File: config.mk
export PLATFORM = sky130hd
export DESIGN_NAME = uart_byte_receiver
export DESIGN_NICKNAME = d
export VERILOG_FILES = /design/src/rtl/uart_byte_receiver.sv
export SDC_FILE = /design/constraint.sdc
export NUM_CORES = 1
export LEC_CHECK = 0
export BUFFER_PORTS_ARGS = -buffer_cell sky130_fd_sc_hd__buf_2
export CORE_AREA = 3 3 68 70
export DETAILED_ROUTE_END_ITERATION = 10
export DIE_AREA = 0 0 71 73
export GPL_TIMING_DRIVEN = 0
export PLACE_DENSITY = 0.72
export REMOVE_ABC_BUFFERS = 1
export SLEW_MARGIN = 10
export SYNTH_ARGS = -nofsm -noshare
export SYNTH_HDL_FRONTEND = slang
export SYNTH_SLANG_ARGS = --single-unit
File: constraint.sdc
create_clock -name clock -period 3.2 [get_ports clock]
set_clock_uncertainty 0.15 [all_clocks]
set_input_delay 0.64 -clock clock [delete_from_list [all_inputs] [get_ports clock]]
set_output_delay 0.64 -clock clock [all_outputs]
set_load 0.02 [all_outputs]
File: src/rtl/uart_byte_receiver.sv
// +----------------------------------------------------------------------------+
// | Module   : uart_byte_receiver                                              |
// | Purpose  : 8N1 UART receiver, mid-bit sampling, framing-error detection.   |
// | Revision : 1.0                                                             |
// +----------------------------------------------------------------------------+
`default_nettype none

module uart_byte_receiver #(
    parameter int B       = 8,
    parameter int DIVISOR = 10416
) (
    input  logic         clock,
    input  logic         reset,
    input  logic         rx,
    output logic         load,
    output logic [B-1:0] data,
    output logic         frame_error,
    output logic         busy
);

    localparam int HALF = DIVISOR / 2;
    localparam int CW   = $clog2(DIVISOR);
    localparam int IW   = (B > 1) ? $clog2(B) : 1;

    localparam logic [CW-1:0] c_half_last = CW'(HALF - 1);
    localparam logic [CW-1:0] c_bit_last  = CW'(DIVISOR - 1);
    localparam logic [IW-1:0] c_idx_last  = IW'(B - 1);

    typedef enum logic [2:0] {
        S_IDLE  = 3'd0,
        S_START = 3'd1,
        S_DATA  = 3'd2,
        S_STOP  = 3'd3,
        S_WAIT  = 3'd4
    } state_t;

    state_t        r_state, w_state_next;
    logic          r_s1, r_rx_s;
    logic [CW-1:0] r_cnt, w_cnt_next;
    logic [IW-1:0] r_idx, w_idx_next;
    logic [B-1:0]  r_shift, w_shift_next;
    logic [B-1:0]  r_data, w_data_next;
    logic          r_load, w_load_next;
    logic          r_frame_error, w_frame_error_next;

    // Idle-high reset values keep a reset from looking like a start bit.
    always_ff @(posedge clock) begin
        if (reset) begin
            r_s1   <= 1'b1;
            r_rx_s <= 1'b1;
        end else begin
            r_s1   <= rx;
            r_rx_s <= r_s1;
        end
    end

    always_ff @(posedge clock) begin
        if (reset) begin
            r_state       <= S_IDLE;
            r_cnt         <= '0;
            r_idx         <= '0;
            r_shift       <= '0;
            r_data        <= '0;
            r_load        <= 1'b0;
            r_frame_error <= 1'b0;
        end else begin
            r_state       <= w_state_next;
            r_cnt         <= w_cnt_next;
            r_idx         <= w_idx_next;
            r_shift       <= w_shift_next;
            r_data        <= w_data_next;
            r_load        <= w_load_next;
            r_frame_error <= w_frame_error_next;
        end
    end

    always_comb begin
        w_state_next       = r_state;
        w_cnt_next         = r_cnt;
        w_idx_next         = r_idx;
        w_shift_next       = r_shift;
        w_data_next        = r_data;
        w_load_next        = 1'b0;
        w_frame_error_next = 1'b0;

        case (r_state)
            S_IDLE: begin
                if (!r_rx_s) begin
                    w_state_next = S_START;
                    w_cnt_next   = '0;
                end
            end
            S_START: begin
                if (r_cnt == c_half_last) begin
                    w_cnt_next   = '0;
                    w_idx_next   = '0;
                    w_state_next = r_rx_s ? S_IDLE : S_DATA;
                end else begin
                    w_cnt_next = r_cnt + 1'b1;
                end
            end
            S_DATA: begin
                if (r_cnt == c_bit_last) begin
                    w_cnt_next   = '0;
                    w_shift_next = {r_rx_s, r_shift[B-1:1]};
                    w_idx_next   = r_idx + 1'b1;
                    if (r_idx == c_idx_last) begin
                        w_state_next = S_STOP;
                    end
                end else begin
                    w_cnt_next = r_cnt + 1'b1;
                end
            end
            S_STOP: begin
                // Returning to idle at the stop-bit centre leaves half a bit
                // to catch a start bit that follows immediately.
                if (r_cnt == c_bit_last) begin
                    w_cnt_next = '0;
                    if (r_rx_s) begin
                        w_data_next  = r_shift;
                        w_load_next  = 1'b1;
                        w_state_next = S_IDLE;
                    end else begin
                        w_frame_error_next = 1'b1;
                        w_state_next       = S_WAIT;
                    end
                end else begin
                    w_cnt_next = r_cnt + 1'b1;
                end
            end
            S_WAIT: begin
                if (r_rx_s) begin
                    w_state_next = S_IDLE;
                end
            end
            default: begin
                w_state_next = S_IDLE;
            end
        endcase
    end

    assign load        = r_load;
    assign data        = r_data;
    assign frame_error = r_frame_error;
    assign busy        = (r_state != S_IDLE);

endmodule

`default_nettype wire

==> results by group <==
Layout
  • Finished Layout Cells: 266
  • Proportion of layout cells with a drive suffix above 1: 15.28%
  • Count of inserted antenna diode cells: 0
  • Area grow syn2layout: 9.939%
  • Fillers: a little under 400
  • Final layout net count: 221

GRT
  • Wire length of the first global-routing pass: 5.913 mm
  • Global route overflow: 0
  • All-Layer GR Usage: 14.43%
  • Number of global-route vias before repair: around 1,400
  • Pin count of the biggest net entering global routing: 35
  • Initial antenna violation count: 0

Route
  • DRC violation total after the first TritonRoute iteration: just over 100
  • Remaining DRCs: 0
  • Wire length reported by the detailed router: about 3.3 mm
  • Post-detailed-route wirelength per cell: ~12 um
  • Number of vias in the routed layout: approximately 1,500
  • Post-route antenna net violation count: 0
  • 1st-pass router iterations: 4
  • Via density per instance: 5.485

Placement
  • Port Buf Inserts: 13
  • Cell count after placement: 258
  • Placed wire-length estimate: 2.264 mm
  • Final weighted congestion of routability-driven global placement: 0.7514

STA
  • Slew Viols, Final: 0
  • Transition time of the tightest slew-check pin: around 1200 ps
  • Slew Limit Headroom: between 20 and 25%
  • Final-report setup violation count: 0
  • Period utilization: roughly four fifths
  • Fmax: approximately 390 MHz
  • Minimum period implied by the final worst setup slack: 2592 ps
  • Post-Route Setup TNS: 0 ps
  • RSZ-0062 raised after global routing: no
  • Fin. Hold Viols: 0

Clocking
  • Insertion delay to the later sink of the worst-skew pair: 290 ps
  • TritonCTS clock tree: done
  • Hold buffers post-CTS: 0
  • Sinks on the clock net: 40
  • Number of buffers inserted by post-CTS setup repair: 0
  • Buffer type at the clock tree root: sky130_fd_sc_hd__clkbuf_8
  • Number of buffers on the longest clock path: 2
  • Clock-pin slew on the worst setup and hold paths: 80 ps
  • Number of instances resized during post-cts repair: 0
  • Number of clock buffers inserted by TritonCTS: 5
  • H-tree Lvls: 2

Outcome
  • Outcome: completed

Critical path
  • Category of the worst setup path launch point: flop
  • Type of the worst setup path: flop to flop
  • Number of cell instances on the worst register-to-register path: 6
  • R2R Path End: r_idx[0]
  • Crit end category: flop
  • Flop-to-flop setup slack: 610 ps
  • Capture point of the worst path: r_idx[0]
  • Launch point of the critical path: r_cnt[0]
  • Required time of the worst setup path: 3280 ps
  • Worst reg2reg path startpoint: r_cnt[0]
  • Max FO, Critical Path: 12
  • WP data arrival: 2670 ps

Synth
  • Flop and latch count out of synthesis: 40
  • Most frequent cell after synthesis: sky130_fd_sc_hd__dfxtp_1
  • Main area contributors after synthesis: sky130_fd_sc_hd__dfxtp_1 44%, sky130_fd_sc_hd__mux2i_1 10%, sky130_fd_sc_hd__nor2_1 5.3%
  • Ys Warns: 0
  • Synth unique cells: 45
  • Mean post-synth cell area: ~9 um^2
  • Sequential area share after synthesis: between 40% and 50%
  • Flip-flop cell with the highest count after synthesis: sky130_fd_sc_hd__dfxtp_1
  • Fraction of synthesized cell area taken by the top area cell type: 43.57%
  • Number of flops mapped to enable cells by yosys: 0
  • Most used standard cells in the synthesized netlist: 40 x sky130_fd_sc_hd__dfxtp_1, 26 x sky130_fd_sc_hd__nor2_1, 19 x sky130_fd_sc_hd__mux2i_1, 19 x sky130_fd_sc_hd__nand2_1
  • Cell Area, Synth: 0.001838 mm^2
  • Synthesized netlist cell count: 203
  • Async S/R FF share, synth: 0%
  • Cell type contributing the most total cell area after synthesis: sky130_fd_sc_hd__dfxtp_1

Floorplan
  • Initial Util: 45.62%
  • Area of the core region: 0.004029 mm^2
  • Number of top-level pins: 14
  • Area of the die: between 0.005 and 0.006 mm^2
  • Die Y: 73 um
  • Horizontal die dimension: 71 um
  • Number of cell rows: 23

Power and ir drop
  • Power density over the cells: 434.0 mW/mm^2
  • P_leak: just under 0.8 nW
  • Overall power consumption: around 0.88 mW
  • Worst VDD drop: 0.0002370 V

Worst hold path
  • Worst min-delay path class: flop to flop

Run
  • Max-cap violations: 0
report_power, final:
part,switching (mW),total [mW],leakage (nW),internal (mW)
registers,0.00301,0.502,0.323,0.499
clock network,0.175,0.350,0.0434,0.174
logic,0.0173,0.0248,0.419,0.00744
state kept, by name, summed over array words and instances, names as in the netlist:
name / count
r_s1: 1
r_cnt: 14
r_shift: 8
r_idx: 3
r_rx_s: 1
data: 8
frame_error: 1
load: 1
r_state: 3
worst min path at each step:
stage	start	endpoint	slack, ps	cells past startpoint
global placement	r_s1	r_rx_s	240	1
finish	r_s1	r_rx_s	260	1
detailed placement	r_s1	r_rx_s	240	1
floorplan	r_s1	r_rx_s	240	1
global route	r_s1	r_rx_s	270	1
CTS	r_s1	r_rx_s	260	1
stage by stage:
step                area (um^2)  utilization (%)  setup WS (ps)  hold WS [ps]
floorplan                  1795                -          758.7         239.5
global placement           1923            47.73          487.8         240.5
detailed placement         1923            47.73          471.5         243.2
CTS                        2021            50.16          602.1         262.3
global route               2021            50.16          478.5         268.8
finish                     2021            50.16          607.9         261.2
worst max-delay path, cell delays in order, from the launching register on:
cell,delay [ps]
sky130_fd_sc_hd__dfxtp_1,390
sky130_fd_sc_hd__ha_1,240
sky130_fd_sc_hd__nand4bb_2,160
sky130_fd_sc_hd__or4_4,550
sky130_fd_sc_hd__or4b_4,630
sky130_fd_sc_hd__or3_1,340
sky130_fd_sc_hd__o21ai_1,70
cells in the final DEF, fill, tap and decap left out, types with 7 or more instances in the layout:
| cell type | n |
|---|---|
| sky130_fd_sc_hd__dfxtp_1 | 40 |
| sky130_fd_sc_hd__nor2_1 | 26 |
| sky130_fd_sc_hd__nand2_1 | 19 |
| sky130_fd_sc_hd__mux2i_1 | 19 |
| sky130_fd_sc_hd__buf_2 | 13 |
| sky130_fd_sc_hd__nand2b_1 | 9 |
| sky130_fd_sc_hd__a21oi_1 | 9 |
| sky130_fd_sc_hd__inv_1 | 7 |
| sky130_fd_sc_hd__a31oi_1 | 7 |
per-layer routing:
metal,wire length (um),share of wire (%),track usage (%),up-vias
met5,0,0,0,-
met1,1617,49,17.59,689
met2,1541,47,22.76,15
li1,-,-,-,753
met4,40,1.2,7.307,0
met3,103,3.1,4.821,2
logic make-up after synthesis:
logic type | count (synthesis) | synth area share [%]
adders and majority gates | 3 | 2.042
and+or+nand+nor | 89 | 26.55
AOI/OAI and AO/OA | 35 | 12.80
DFF | 40 | 43.57
buffers and inverters | 15 | 3.744
muxes | 19 | 10.35
xor gates and xnor gates | 2 | 0.9532
area by class of cell:
cell class / instances / area, um^2 / area share, %
Inverter: 7 / 26.28 / 1.300
Multi-Input combinational cell: 148 / 968.4 / 47.93
Clock inverter: 2 / 15.01 / 0.7430
Tap cell: 50 / 62.56 / 3.096
Timing Repair Buffer: 13 / 65.06 / 3.220
Clock buffer: 6 / 82.58 / 4.087
Sequential cell: 40 / 800.8 / 39.63
Power figures use the tool's default switching activity.
